`src/rtl/mul_div_pkg.sv`:
```
`default_nettype none
// +--------------------------------------------------------------------------+
// | Module   : mul_div_pkg                                                   |
// | Purpose  : Shared definitions for the multiply/divide unit: datapath     |
// |            width, iteration count, counter width and the controller     |
// |            state encoding.                                               |
// | Revision : 1.0 - initial release                                        |
// +--------------------------------------------------------------------------+
package mul_div_pkg;

   localparam int WIDTH = 32;
   localparam int ITER  = 32;

   // Adder width: one guard bit above the operand width.
   localparam int ADD_W = WIDTH + 1;

   // Counter holds 0..ITER-1 with headroom.
   localparam int CNT_W = $clog2(ITER) + 1;

   typedef enum logic [1:0] {
      IDLE = 2'd0,
      CALC = 2'd1,
      FIX  = 2'd2
   } state_t;

endpackage : mul_div_pkg
`default_nettype wire

```
`src/rtl/mul_div_addsub.sv`:
```
`default_nettype none
// +--------------------------------------------------------------------------+
// | Module   : mul_div_addsub                                               |
// | Purpose  : 33-bit adder/subtractor shared by the Booth multiply and      |
// |            restoring divide iterations.                                  |
// | Ports    : a, b  - ADD_W-bit operands                                    |
// |            sub   - 1: sum = a - b, 0: sum = a + b                        |
// |            sum   - ADD_W-bit result                                      |
// |            cout  - carry out; for subtraction 1 means no borrow (a >= b) |
// | Revision : 1.0 - initial release                                        |
// +--------------------------------------------------------------------------+
module mul_div_addsub
   import mul_div_pkg::*;
(
   input  logic [ADD_W-1:0] a,
   input  logic [ADD_W-1:0] b,
   input  logic             sub,
   output logic [ADD_W-1:0] sum,
   output logic             cout
);

   logic [ADD_W-1:0] b_eff;

   assign b_eff = b ^ {ADD_W{sub}};

   // Two's-complement subtract: a + ~b + 1.
   assign {cout, sum} = {1'b0, a} + {1'b0, b_eff} + {{ADD_W{1'b0}}, sub};

endmodule : mul_div_addsub
`default_nettype wire

```
`src/rtl/mul_div_unit.sv`:
```
`default_nettype none
// +--------------------------------------------------------------------------+
// | Module   : mul_div_unit                                                  |
// | Purpose  : Iterative signed 32x32 multiply (radix-2 Booth, 64-bit       |
// |            product) and signed divide (restoring on magnitudes with a    |
// |            sign fix-up step). Fixed 33-cycle latency from acceptance.    |
// | Ports    : clk         - clock, rising edge                              |
// |            clr_n       - asynchronous active-low reset                   |
// |            start       - request, sampled only in IDLE                   |
// |            MUL, DIV    - one-hot operation select                        |
// |            A, B        - signed operands (multiplicand/dividend, ...)    |
// |            busy        - operation in progress                           |
// |            done        - one-cycle pulse when HI/LO are updated          |
// |            HI, LO      - result pair (product hi/lo, remainder/quotient) |
// |            div_by_zero - last completed DIV had B = 0                    |
// | Revision : 1.0 - initial release                                        |
// +--------------------------------------------------------------------------+
module mul_div_unit
   import mul_div_pkg::*;
(
   input  logic             clk,
   input  logic             clr_n,
   input  logic             start,
   input  logic             MUL,
   input  logic             DIV,
   input  logic [WIDTH-1:0] A,
   input  logic [WIDTH-1:0] B,
   output logic             busy,
   output logic             done,
   output logic [WIDTH-1:0] HI,
   output logic [WIDTH-1:0] LO,
   output logic             div_by_zero
);

   localparam logic [CNT_W-1:0] LAST_ITER = CNT_W'(ITER - 1);

   state_t              state;
   state_t              state_nxt;
   logic [CNT_W-1:0]    cnt;

   // Shared work register.
   //   MUL: 65-bit Booth product register {upper, multiplier, q(-1)}.
   //   DIV: bit 64 unused (0), [63:32] partial remainder, [31:0] quotient.
   logic [2*WIDTH:0]    acc;
   logic [2*WIDTH:0]    acc_nxt;
   logic [WIDTH-1:0]    opnd;       // multiplicand (MUL) or |divisor| (DIV)
   logic                op_mul;
   logic                sign_a;
   logic                sign_b;
   logic                b_zero;

   logic                accept;
   logic [WIDTH-1:0]    abs_a;
   logic [WIDTH-1:0]    abs_b;

   logic [ADD_W-1:0]    add_a;
   logic [ADD_W-1:0]    add_b;
   logic                add_sub;
   logic [ADD_W-1:0]    add_sum;
   logic                add_cout;

   logic [WIDTH-1:0]    res_hi;
   logic [WIDTH-1:0]    res_lo;

   assign accept = (state == IDLE) && start && (MUL ^ DIV);
   assign busy   = (state != IDLE);
   assign abs_a  = A[WIDTH-1] ? -A : A;
   assign abs_b  = B[WIDTH-1] ? -B : B;

   // ---------------------------------------------------------------- FSM
   always_ff @(posedge clk or negedge clr_n) begin
      if (!clr_n) state <= IDLE;
      else        state <= state_nxt;
   end

   always_comb begin
      state_nxt = state;
      case (state)
         IDLE:    if (accept) state_nxt = CALC;
         CALC:    if (cnt == LAST_ITER) state_nxt = FIX;
         FIX:     state_nxt = IDLE;
         default: state_nxt = IDLE;
      endcase
   end

   // ------------------------------------------------------ shared adder
   mul_div_addsub u_addsub (
      .a    (add_a),
      .b    (add_b),
      .sub  (add_sub),
      .sum  (add_sum),
      .cout (add_cout)
   );

   always_comb begin
      add_a   = '0;
      add_b   = '0;
      add_sub = 1'b0;
      acc_nxt = acc;
      if (op_mul) begin
         // Booth pair {q0, q-1}: 01 adds, 10 subtracts the multiplicand.
         // The upper field is sign-extended to 33 bits so that subtracting
         // -2^31 cannot overflow before the arithmetic shift.
         add_a   = {acc[2*WIDTH], acc[2*WIDTH:WIDTH+1]};
         add_b   = (acc[1] ^ acc[0]) ? {opnd[WIDTH-1], opnd} : '0;
         add_sub = (acc[1:0] == 2'b10);
         // Arithmetic shift right by one; the 33-bit sum's top bit becomes
         // the new sign, its lower bits fill the upper field and bit 32.
         acc_nxt = {add_sum, acc[WIDTH:1]};
      end else begin
         // Shift {R, Q} left by one and trial-subtract the divisor.
         add_a   = {acc[2*WIDTH-1:WIDTH], acc[WIDTH-1]};
         add_b   = {1'b0, opnd};
         add_sub = 1'b1;
         acc_nxt = {1'b0,
                    add_cout ? add_sum[WIDTH-1:0] : add_a[WIDTH-1:0],
                    acc[WIDTH-2:0],
                    add_cout};
      end
   end

   // ----------------------------------------------------- result fix-up
   always_comb begin
      res_hi = '0;
      res_lo = '0;
      if (op_mul) begin
         res_hi = acc[2*WIDTH:WIDTH+1];
         res_lo = acc[WIDTH:1];
      end else begin
         // With a zero divisor the quotient is all ones from the iterations
         // and must not be negated; the remainder then equals A.
         res_lo = (b_zero || (sign_a == sign_b)) ? acc[WIDTH-1:0]
                                                 : -acc[WIDTH-1:0];
         res_hi = sign_a ? -acc[2*WIDTH-1:WIDTH] : acc[2*WIDTH-1:WIDTH];
      end
   end

   // ---------------------------------------------------------- datapath
   always_ff @(posedge clk or negedge clr_n) begin
      if (!clr_n) begin
         cnt         <= '0;
         acc         <= '0;
         opnd        <= '0;
         op_mul      <= 1'b0;
         sign_a      <= 1'b0;
         sign_b      <= 1'b0;
         b_zero      <= 1'b0;
         done        <= 1'b0;
         HI          <= '0;
         LO          <= '0;
         div_by_zero <= 1'b0;
      end else begin
         done <= 1'b0;
         case (state)
            IDLE: begin
               if (accept) begin
                  cnt    <= '0;
                  op_mul <= MUL;
                  sign_a <= A[WIDTH-1];
                  sign_b <= B[WIDTH-1];
                  b_zero <= (B == '0);
                  if (MUL) begin
                     acc  <= {{WIDTH{1'b0}}, B, 1'b0};
                     opnd <= A;
                  end else begin
                     acc  <= {1'b0, {WIDTH{1'b0}}, abs_a};
                     opnd <= abs_b;
                  end
               end
            end
            CALC: begin
               acc <= acc_nxt;
               cnt <= cnt + CNT_W'(1);
            end
            FIX: begin
               HI          <= res_hi;
               LO          <= res_lo;
               div_by_zero <= !op_mul && b_zero;
               done        <= 1'b1;
            end
            default: ;
         endcase
      end
   end

endmodule : mul_div_unit
`default_nettype wire

```
`config.mk`:
```
export PLATFORM = sky130hd
export DESIGN_NAME = mul_div_unit
export DESIGN_NICKNAME = d
export VERILOG_FILES = /design/src/rtl/mul_div_pkg.sv /design/src/rtl/mul_div_addsub.sv /design/src/rtl/mul_div_unit.sv
export SDC_FILE = /design/constraint.sdc
export NUM_CORES = 1
export LEC_CHECK = 0
export ABC_CLOCK_PERIOD_IN_PS = 14200
export CORE_ASPECT_RATIO = 1.4
export CORE_MARGIN = 3
export CORE_UTILIZATION = 45
export CTS_CLUSTER_SIZE = 14
export DETAILED_ROUTE_END_ITERATION = 12
export DONT_BUFFER_PORTS = 1
export PLACE_DENSITY_LB_ADDON = 0.08
export SLEW_MARGIN = 5
export SYNTH_ARGS = -nofsm -noshare
export SYNTH_HDL_FRONTEND = slang
export SYNTH_SLANG_ARGS = --single-unit
```
`constraint.sdc`:
```
create_clock -name clk -period 14.2 [get_ports clk]
set_clock_uncertainty 0.15 [all_clocks]
set_input_delay 1.42 -clock clk [delete_from_list [all_inputs] [get_ports clk]]
set_output_delay 1.42 -clock clk [all_outputs]
set_load 0.005 [all_outputs]
```
==> results of run 1 <==
per-layer routing:
layer / GRT usage / part of all wire
met1: 0.3079 / 0.40
met3: 0.05940 / 0.050
met5: 0 / 0
met4: 0.1132 / 0.038
met2: 0.4467 / 0.51
worst max path at each step:
| stage | startpoint | endpoint | depth (start not counted) |
|---|---|---|---|
| after global placement | acc[1]$_DFFE_PN0P_ | acc[64]$_DFFE_PN0P_ | 15 |
| after CTS | acc[1]$_DFFE_PN0P_ | acc[64]$_DFFE_PN0P_ | 15 |
| final | acc[1]$_DFFE_PN0P_ | acc[64]$_DFFE_PN0P_ | 15 |
| after global routing | acc[1]$_DFFE_PN0P_ | acc[64]$_DFFE_PN0P_ | 15 |
| after detailed placement | acc[1]$_DFFE_PN0P_ | acc[64]$_DFFE_PN0P_ | 15 |
| after floorplan | op_mul$_DFFE_PN0P_ | acc[64]$_DFFE_PN0P_ | 14 |
tightest hold or removal path: stages, from the launching register on:
cell and delay, ns:
sky130_fd_sc_hd__dfrtp_1 0.34, sky130_fd_sc_hd__nand2_1 0.05, sky130_fd_sc_hd__o21ai_0 0.06
synth_stat cells, types with 30 or more instances:
cell | n | share of area
sky130_fd_sc_hd__a21oi_1 | 158 | 0.059
sky130_fd_sc_hd__ha_1 | 38 | 0.036
sky130_fd_sc_hd__xnor2_1 | 78 | 0.051
sky130_fd_sc_hd__o21ai_0 | 197 | 0.074
sky130_fd_sc_hd__mux2i_1 | 37 | 0.028
sky130_fd_sc_hd__xor2_1 | 96 | 0.063
sky130_fd_sc_hd__o31ai_1 | 30 | 0.017
sky130_fd_sc_hd__nand2_1 | 240 | 0.068
sky130_fd_sc_hd__dfrtp_1 | 175 | 0.33
sky130_fd_sc_hd__clkbuf_1 | 114 | 0.032
sky130_fd_sc_hd__nor2_1 | 149 | 0.042
sky130_fd_sc_hd__o221ai_1 | 33 | 0.022
flip-flops by register name, indices dropped and copies added (netlist names), 2 cells and up:
register and cells:
HI 32, LO 32, acc 65, cnt 6, opnd 32, state 2
where the power goes:
part,total [mW],leakage (nW),internal [mW],switching (mW)
Combinational,2.05,3.45,0.859,1.19
Sequential,0.891,2.00,0.648,0.244
Clock,0.495,0.292,0.268,0.227
Total,3.43,5.74,1.77,1.66
kinds of logic (layout without fill, tap and decap cells):
kind of cell | Yosys count | count (layout) | share of synthesized area
simple gates | 544 | 544 | 0.1840
buf+inv | 165 | 74 | 0.04681
xor+xnor | 174 | 174 | 0.1143
flops | 175 | 175 | 0.3284
mux | 62 | 62 | 0.04888
compound gates | 528 | 528 | 0.2405
fa+ha+maj | 39 | 39 | 0.03715
final cells by class:
type | instances | area (µm²) | area share
timing repair buffer | 13 | 97.59 | 0.006957
tap | 375 | 469.2 | 0.03345
clock buffer | 19 | 442.9 | 0.03158
clock inverter | 13 | 152.6 | 0.01088
multi-input combinational | 1347 | 8373 | 0.5969
inverter | 29 | 108.9 | 0.007760
sequential | 175 | 4383 | 0.3125
per-stage QoR:
step                      hold WS, ns  power [mW]
after global placement         0.3105       2.923
after detailed placement       0.3201       2.943
after global routing           0.3537       3.779
after CTS                      0.3356       3.447
after floorplan                0.2985       2.452
final                          0.3303       3.434
==> run summary, run 1 <==
## Synth
• **most used flip-flop cell after synthesis** sky130_fd_sc_hd__dfrtp_1
• **register area share after synthesis** 0.3284
• **proportion of synthesized flip-flops having asynchronous set or reset** 1.000
• **gate count after technology mapping** 1,687
• **Synth Cell Area** 0.01334 mm²
• **post-synthesis cell type count** 64
• **mean area per synthesized cell** 7.905 µm²
• **Syn. warnings** 0
• **number of nets produced by synthesis** 1,795
• **flops & latches, synth** 175
• **EDFF count, synth** 0

## Die
• **# rows** 73
• **Core ar.** 0.02877 mm²
• **Total Die Area** 0.03177 mm²
• **floorplan die height** 209.7 µm
• **die extent in x** 151.5 µm
• **Initial Util** 0.4635
• **I/O pins** 136

## Cells and area
• **count of antenna diodes in the layout** 0
• **Layout Nets** 1,691
• **most common library cell in the layout ignoring fill and taps** sky130_fd_sc_hd__nand2_1
• **area added between synthesis and finish** 5.179%
• **filler cell count** 2,885
• **fraction of final layout cells with drive strength greater than 1** 0.06078
• **most frequent cells in the layout** 240 x sky130_fd_sc_hd__nand2_1, 197 x sky130_fd_sc_hd__o21ai_0, 174 x sky130_fd_sc_hd__dfrtp_1, 158 x sky130_fd_sc_hd__a21oi_1, 148 x sky130_fd_sc_hd__nor2_1
• **post-route design area** 0.01403 mm²
• **non-filler cells in the finished layout** 1,971
• **Final Util** 0.4875

## Place
• **placed cell areas** 0.01343 mm²
• **number of cells in the design after placement** 1,939
• **DP Wirelength** 29.33 mm
• **weighted congestion reported at the end of routability-driven placement** 0.9282
• **pre-CTS worst setup slack** 8.288 ns
• **count of buffers from port buffering** 0

## Drt
• **mean number of vias per cell** 5.911
• **detailed-router iteration count before antenna repair** 5
• **drt total wl** 40.50 mm
• **number of vias in the routed layout** 11,650
• **DRC Markers** 0
• **average wire per cell in the routed design** 20.55 µm
• **remaining antenna violation count** 0
• **initial detailed-routing violation count** 721

## CTS
• **CTS Root Cell** sky130_fd_sc_hd__clkbuf_16
• **source-to-sink clock delay at the later pin of the worst-skew pair** 0.46 ns
• **quantity of gates resized following cts** 0
• **# Post-CTS Setup Buffers** 0
• **H-tree levels** 4
• **TritonCTS clock tree** done
• **maximum number of buffers from clock root to sink** 2
• **number of buffers inserted during clock tree synthesis** 17
• **# clock sinks** 175
• **Post-CTS Hold Fix Bufs** 0
• **clock transition at the registers of the reported paths** 0.07 ns

## Setup path
• **gate family responsible for the most delay along the worst path** compound AO/OA/AOI/OAI gates
• **chain of cells forming the critical path** inv_1 -> ha_1 -> nand2b_1 -> nand2_1 -> xnor2_1 -> fa_1 -> a21o_1 -> a221o_1 -> a2111oi_0 -> nor3_1 -> nor2_1 -> o21ai_0 -> a311oi_1 -> mux2i_1 -> a211o_1
• **RR Startpoint** acc[1]$_DFFE_PN0P_
• **CP Buf/Inv Count** 1
• **startpoint types** flop
• **peak fanout along the critical path** 31
• **worst setup slack for register-to-register paths** 8.23 ns
• **sort of element at the end of the critical path** flop
• **worst reg2reg endpoint** acc[64]$_DFFE_PN0P_
• **highest cell delay on the worst timing path** 0.91 ns
• **Worst Path Required** 14.39 ns
• **worst endpoint data arrival time** 6.16 ns
• **worst setup path category** reg -> reg
• **CP max-delay cell** sky130_fd_sc_hd__nand2b_1
• **Register-to-Register Path Depth** 15

## STA
• **setup repair after global routing missed its margin** false
• **Max Freq** 167.4 MHz
• **slew at the pin closest to its max-slew limit** 1.157 ns
• **final critical delay including setup and external delays** 5.972 ns
• **Rel. slew slack** 0.2290
• **final worst setup slack** 8.228 ns
• **count of endpoints failing hold in the final timing report** 0
• **setup violation total in the final timing report** 0
• **share of the clock period used by the worst path** 0.4206
• **pins over their slew limit** 0
• **aggregate negative setup slack** 0 ns

## Global routing
• **total congestion overflow** 0
• **maximum number of pins on one net before global-route repair** 176
• **wire length of the first global-routing pass** 65.36 mm
• **Global Route Usage Sum** 0.2601
• **via count of the first global-routing pass** 11,710
• **initial antenna violation count** 0

## Worst hold path
• **startpoint of the tightest hold check path** opnd[6]$_DFFE_PN0P_
• **hold path cells** 2
• **Tightest Hold Check Type** reg -> reg
• **hold path endpoint** opnd[6]$_DFFE_PN0P_

## Pwr
• **ratio of total power to cell area** 244.8 mW/mm²
• **worst voltage drop across the vdd grid** 0.0001305 V
• **Leakage Power** 5.742 nW

## Flow run
• **max capacitance violation total** 0

## Status
• **status** finished, final reports clean

Note: power is estimated with default switching activity, not from simulation.
==> run 2, diff against run 1 <==
--- a/config.mk
+++ b/config.mk
@@ -5,7 +5,7 @@
 export SDC_FILE = /design/constraint.sdc
 export NUM_CORES = 1
 export LEC_CHECK = 0
-export ABC_CLOCK_PERIOD_IN_PS = 14200
+export ABC_CLOCK_PERIOD_IN_PS = 5400
 export CORE_ASPECT_RATIO = 1.4
 export CORE_MARGIN = 3
 export CORE_UTILIZATION = 45
==> constraint.sdc (replaced) <==
create_clock -name clk -period 5.4 [get_ports clk]
set_clock_uncertainty 0.15 [all_clocks]
set_input_delay 0.54 -clock clk [delete_from_list [all_inputs] [get_ports clk]]
set_output_delay 0.54 -clock clk [all_outputs]
set_load 0.005 [all_outputs]
==> run summary, run 2 (synthesis results as in run 1) <==
## CTS
• **source-to-sink clock delay at the later pin of the worst-skew pair** 0.46 ns
• **maximum number of buffers from clock root to sink** 2
• **number of buffers inserted during clock tree synthesis** 17
• **# clock sinks** 175
• **CTS Root Cell** sky130_fd_sc_hd__clkbuf_16
• **TritonCTS clock tree** done
• **H-tree levels** 4
• **clock transition at the registers of the reported paths** 0.08 ns

## Setup path
• **gate family responsible for the most delay along the worst path** compound AO/OA/AOI/OAI gates
• **cell mode on critical path** sky130_fd_sc_hd__buf_4
• **peak fanout along the critical path** 31
• **worst setup path category** reg -> reg
• **CP max-delay cell** sky130_fd_sc_hd__dfrtp_1
• **worst endpoint data arrival time** 5.13 ns
• **sort of element at the end of the critical path** flop
• **highest cell delay on the worst timing path** 0.48 ns
• **Worst Path Required** 5.59 ns
• **CP Buf/Inv Count** 3
• **chain of cells forming the critical path** inv_1 -> ha_1 -> nand2b_1 -> buf_4 -> nand2_1 -> xnor2_1 -> fa_1 -> a21o_1 -> a221o_1 -> a2111oi_1 -> buf_4 -> nor3_1 -> nor2_1 -> o21ai_0 -> a311oi_2 -> mux2i_1 -> a211o_1
• **startpoint types** flop

## Place
• **weighted congestion reported at the end of routability-driven placement** 0.9488
• **count of buffers from port buffering** 0
• **number of cells in the design after placement** 1,946
• **DP Wirelength** 29.30 mm

## Status
• **status** finished, final reports clean

## Drt
• **remaining antenna violation count** 0
• **number of vias in the routed layout** 11,710
• **DRC Markers** 0
• **drt total wl** 39.97 mm
• **initial detailed-routing violation count** 676
• **detailed-router iteration count before antenna repair** 5
• **mean number of vias per cell** 5.911
• **average wire per cell in the routed design** 20.18 µm

## Global routing
• **maximum number of pins on one net before global-route repair** 176
• **initial antenna violation count** 0
• **Global Route Usage Sum** 0.2529
• **total congestion overflow** 0
• **via count of the first global-routing pass** 11,550
• **wire length of the first global-routing pass** 63.28 mm

## STA
• **share of the clock period used by the worst path** 0.9140
• **Rel. slew slack** 0.3802
• **pins over their slew limit** 0
• **final critical delay including setup and external delays** 4.935 ns
• **slew at the pin closest to its max-slew limit** 0.9297 ns
• **worst hold-check slack** 0.03673 ns
• **setup violation total in the final timing report** 0
• **aggregate negative setup slack** 0 ns
• **count of endpoints failing hold in the final timing report** 0
• **setup repair after global routing missed its margin** false
• **Max Freq** 202.6 MHz

## Pwr
• **switching power summed over all nets** 4.388 mW
• **worst voltage drop across the vdd grid** 0.0002896 V
• **net switching fraction of the power** 0.4796
• **internal power contribution** 4.761 mW
• **share of power burned in combinational logic** 0.596
• **Leakage Power** 5.803 nW
• **Reg power frac** 0.255
• **clock power share** 0.148
• **ratio of total power to cell area** 645.9 mW/mm²

## Die
• **floorplan die height** 209.7 µm
• **Initial Util** 0.4635
• **Core ar.** 0.02877 mm²
• **die extent in x** 151.5 µm
• **I/O pins** 136
• **# rows** 73
• **Total Die Area** 0.03177 mm²

## Cells and area
• **Final Util** 0.4924
• **fraction of final layout cells with drive strength greater than 1** 0.06663
• **register with the most flip-flops** acc
• **non-filler cells in the finished layout** 1,981
• **most common library cell in the layout ignoring fill and taps** sky130_fd_sc_hd__nand2_1
• **Layout Nets** 1,701
• **most frequent cells in the layout** 240 x sky130_fd_sc_hd__nand2_1, 197 x sky130_fd_sc_hd__o21ai_0, 174 x sky130_fd_sc_hd__dfrtp_1, 158 x sky130_fd_sc_hd__a21oi_1, 148 x sky130_fd_sc_hd__nor2_1
• **count of antenna diodes in the layout** 0
• **area added between synthesis and finish** 6.220%
• **flip-flop count of the largest register after layout** 65

## Flow run
• **max capacitance violation total** 0

## Worst hold path
• **Tightest Hold Check Type** in -> reg

run 2: power groups by stage:
stage,Clock (mW),Sequential (mW),Combinational (mW)
3_5_place_dp,0,2.35,5.40
4_1_cts,1.39,2.33,5.45
6_report,1.36,2.34,5.46
2_1_floorplan,0,1.95,4.50
5_1_grt,1.43,2.41,6.16
3_3_place_gp,0,2.35,5.35
run 2: final timing paths:
check	start	end	slack, ns	cells after the start
max	acc[1]$_DFFE_PN0P_	acc[64]$_DFFE_PN0P_	0.46	17
min	B[31]	sign_b$_DFFE_PN0P_	0.04	2
max reg2reg	acc[1]$_DFFE_PN0P_	acc[64]$_DFFE_PN0P_	0.46	17
min reg2reg	opnd[5]$_DFFE_PN0P_	opnd[5]$_DFFE_PN0P_	0.34	2
max in group asynchronous	clr_n	op_mul$_DFFE_PN0P_	3.66	2
min in group asynchronous	clr_n	HI[12]$_DFFE_PN0P_	0.63	2
run 2: layout make-up:
| class | count | area [µm²] |
|---|---|---|
| clock inverters | 15 | 201.4 |
| repair buffers | 23 | 197.7 |
| inverters | 29 | 108.9 |
| flip-flops and latches | 175 | 4383 |
| clock buffers | 17 | 425.4 |
| well taps | 375 | 469.2 |
| fillers | 2876 | 14610 |
| multi-input cells | 1347 | 8381 |
run 2: stage by stage:
stage	cell area [µm²]	setup slack, ns	power [mW]
2_1_floorplan	13340	0.9636	6.449
3_3_place_gp	13480	0.4745	7.697
3_5_place_dp	13480	0.3678	7.754
4_1_cts	14150	0.3233	9.166
5_1_grt	14170	0.04027	9.998
6_report	14170	0.4645	9.149
run 2: repair_timing:
item,in CTS,in global routing
hold buffers,2,1
gates resized for setup,0,2
endpoints found under the setup margin,0,1
setup buffers,0,0
endpoints found under the hold margin,176,9
run 2: per-layer routing:
metal  GRT usage  wire (µm)
met5           0          0
met4      0.1281       1807
met3     0.04665       1865
met2      0.4367      20040
met1      0.2962      16260
==> run 3, diff against run 2 <==
--- a/config.mk
+++ b/config.mk
@@ -5,7 +5,7 @@
 export SDC_FILE = /design/constraint.sdc
 export NUM_CORES = 1
 export LEC_CHECK = 0
-export ABC_CLOCK_PERIOD_IN_PS = 5400
+export ABC_CLOCK_PERIOD_IN_PS = 5170
 export CORE_ASPECT_RATIO = 1.4
 export CORE_MARGIN = 3
 export CORE_UTILIZATION = 45
==> constraint.sdc (replaced) <==
create_clock -name clk -period 5.17 [get_ports clk]
set_clock_uncertainty 0.15 [all_clocks]
set_input_delay 0.517 -clock clk [delete_from_list [all_inputs] [get_ports clk]]
set_output_delay 0.517 -clock clk [all_outputs]
set_load 0.005 [all_outputs]
==> run summary, run 3 (synthesis results as in run 1) <==
## Status
• **status** finished, final reports clean

## Pwr
• **net switching fraction of the power** 0.4854
• **share of power burned in combinational logic** 0.596
• **switching power summed over all nets** 4.682 mW
• **worst voltage drop across the vdd grid** 0.0003151 V
• **clock power share** 0.150
• **ratio of total power to cell area** 680.7 mW/mm²
• **Leakage Power** 5.813 nW
• **Reg power frac** 0.254
• **internal power contribution** 4.964 mW

## Die
• **Core ar.** 0.02877 mm²
• **I/O pins** 136
• **# rows** 73
• **Total Die Area** 0.03177 mm²
• **floorplan die height** 209.7 µm
• **die extent in x** 151.5 µm
• **Initial Util** 0.4635

## STA
• **setup violation total in the final timing report** 0
• **Rel. slew slack** 0.3885
• **final critical delay including setup and external delays** 4.846 ns
• **share of the clock period used by the worst path** 0.9374
• **count of endpoints failing hold in the final timing report** 0
• **slew at the pin closest to its max-slew limit** 0.9173 ns
• **Max Freq** 206.3 MHz
• **pins over their slew limit** 0
• **aggregate negative setup slack** 0 ns
• **worst hold-check slack** 0.01375 ns
• **setup repair after global routing missed its margin** false

## Setup path
• **cell mode on critical path** sky130_fd_sc_hd__buf_4
• **sort of element at the end of the critical path** flop
• **highest cell delay on the worst timing path** 0.49 ns
• **CP max-delay cell** sky130_fd_sc_hd__dfrtp_1
• **startpoint types** flop
• **Worst Path Required** 5.36 ns
• **worst setup path category** reg -> reg
• **Register-to-Register Path Depth** 17
• **chain of cells forming the critical path** inv_1 -> ha_1 -> nand2b_1 -> buf_4 -> nand2_1 -> xnor2_1 -> fa_1 -> a21o_1 -> a221o_1 -> a2111oi_0 -> buf_4 -> nor3_1 -> nor2_1 -> o21ai_0 -> a311oi_1 -> mux2i_1 -> a211o_1
• **worst endpoint data arrival time** 5.04 ns
• **peak fanout along the critical path** 13

## Drt
• **average wire per cell in the routed design** 20.63 µm
• **mean number of vias per cell** 5.904
• **number of vias in the routed layout** 11,700
• **DRC Markers** 0
• **remaining antenna violation count** 0
• **detailed-router iteration count before antenna repair** 6
• **drt total wl** 40.88 mm
• **initial detailed-routing violation count** 698

## Worst hold path
• **hold path cells** 2
• **Tightest Hold Check Type** in -> reg

## Cells and area
• **most common library cell in the layout ignoring fill and taps** sky130_fd_sc_hd__nand2_1
• **most frequent cells in the layout** 240 x sky130_fd_sc_hd__nand2_1, 197 x sky130_fd_sc_hd__o21ai_0, 174 x sky130_fd_sc_hd__dfrtp_1, 158 x sky130_fd_sc_hd__a21oi_1, 148 x sky130_fd_sc_hd__nor2_1
• **Final Util** 0.4925
• **count of antenna diodes in the layout** 0
• **register with the most flip-flops** acc
• **fraction of final layout cells with drive strength greater than 1** 0.06600
• **Layout Nets** 1,701
• **area added between synthesis and finish** 6.258%
• **flip-flop count of the largest register after layout** 65

## CTS
• **maximum number of buffers from clock root to sink** 2
• **number of buffers inserted during clock tree synthesis** 17
• **# clock sinks** 175
• **TritonCTS clock tree** done
• **source-to-sink clock delay at the later pin of the worst-skew pair** 0.46 ns
• **H-tree levels** 4
• **# Post-CTS Setup Buffers** 0
• **CTS Root Cell** sky130_fd_sc_hd__clkbuf_16
• **clock transition at the registers of the reported paths** 0.09 ns

## Place
• **count of buffers from port buffering** 0
• **DP Wirelength** 29.74 mm
• **weighted congestion reported at the end of routability-driven placement** 0.9429

## Global routing
• **total congestion overflow** 0
• **Global Route Usage Sum** 0.2578
• **via count of the first global-routing pass** 11,710
• **initial antenna violation count** 0
• **wire length of the first global-routing pass** 64.71 mm
• **maximum number of pins on one net before global-route repair** 176

## Flow run
• **max capacitance violation total** 0

## run 3: path summary, 6_finish.rpt
check                                    startpoint                   to  slack, ns
worst min register to register  opnd[3]$_DFFE_PN0P_  opnd[3]$_DFFE_PN0P_       0.34
min in group asynchronous                     clr_n    HI[4]$_DFFE_PN0P_       0.59
max in group asynchronous                     clr_n   op_mul$_DFFE_PN0P_       3.53
worst max-delay path             acc[1]$_DFFE_PN0P_  acc[64]$_DFFE_PN0P_       0.32
worst max register to register   acc[1]$_DFFE_PN0P_  acc[64]$_DFFE_PN0P_       0.32
worst min-delay path                          B[31]   sign_b$_DFFE_PN0P_       0.01
## run 3: power by group through the flow
stage	Combinational, mW	Clock [mW]	Sequential (mW)
after floorplan	4.70	0	2.04
after global placement	5.63	0	2.46
final	5.75	1.44	2.45
after global routing	6.46	1.53	2.53
after CTS	5.73	1.47	2.45
after detailed placement	5.68	0	2.47
## run 3: metal layers
metal	vias to the layer above	GRT usage	routed length [µm]
met5	-	0	0
met4	0	0.08558	1007
li1	5809	-	-
met1	5577	0.3082	16800
met3	57	0.04622	1694
met2	253	0.4614	21380
## run 3: final cells by class
cell class,count,area (µm²)
Clock buffer,17,425.4
Timing Repair Buffer,23,197.7
Fill cell,2814,14600
Tap cell,375,469.2
Inverter,29,108.9
Clock inverter,15,214.0
Multi-Input combinational cell,1347,8373
Sequential cell,175,4383
## run 3: stage by stage
step | instances | power (mW) | cell area [µm²] | worst slack, ns
after floorplan | 1687 | 6.736 | 13340 | 0.7336
after global placement | 1946 | 8.097 | 13480 | 0.5234
after detailed placement | 1946 | 8.147 | 13480 | 0.3972
after CTS | 1980 | 9.648 | 14160 | 0.3848
after global routing | 1981 | 10.52 | 14170 | 0.04664
final | 1981 | 9.646 | 14170 | 0.3236
## run 3: timing repair
action / CTS / global route
resized for setup: 0 / 0
hold buffers: 2 / 1
hold endpoints to repair: 176 / 6
## run 3: critical path, delay by kind of cell, from the launching register on
kind,cells,cell delay (ns)
compound gates,6,1.99
fa+ha+maj,2,0.81
buf+inv,3,0.52
flops,1,0.49
simple gates,4,0.49
xor+xnor,1,0.16
mux,1,0.13
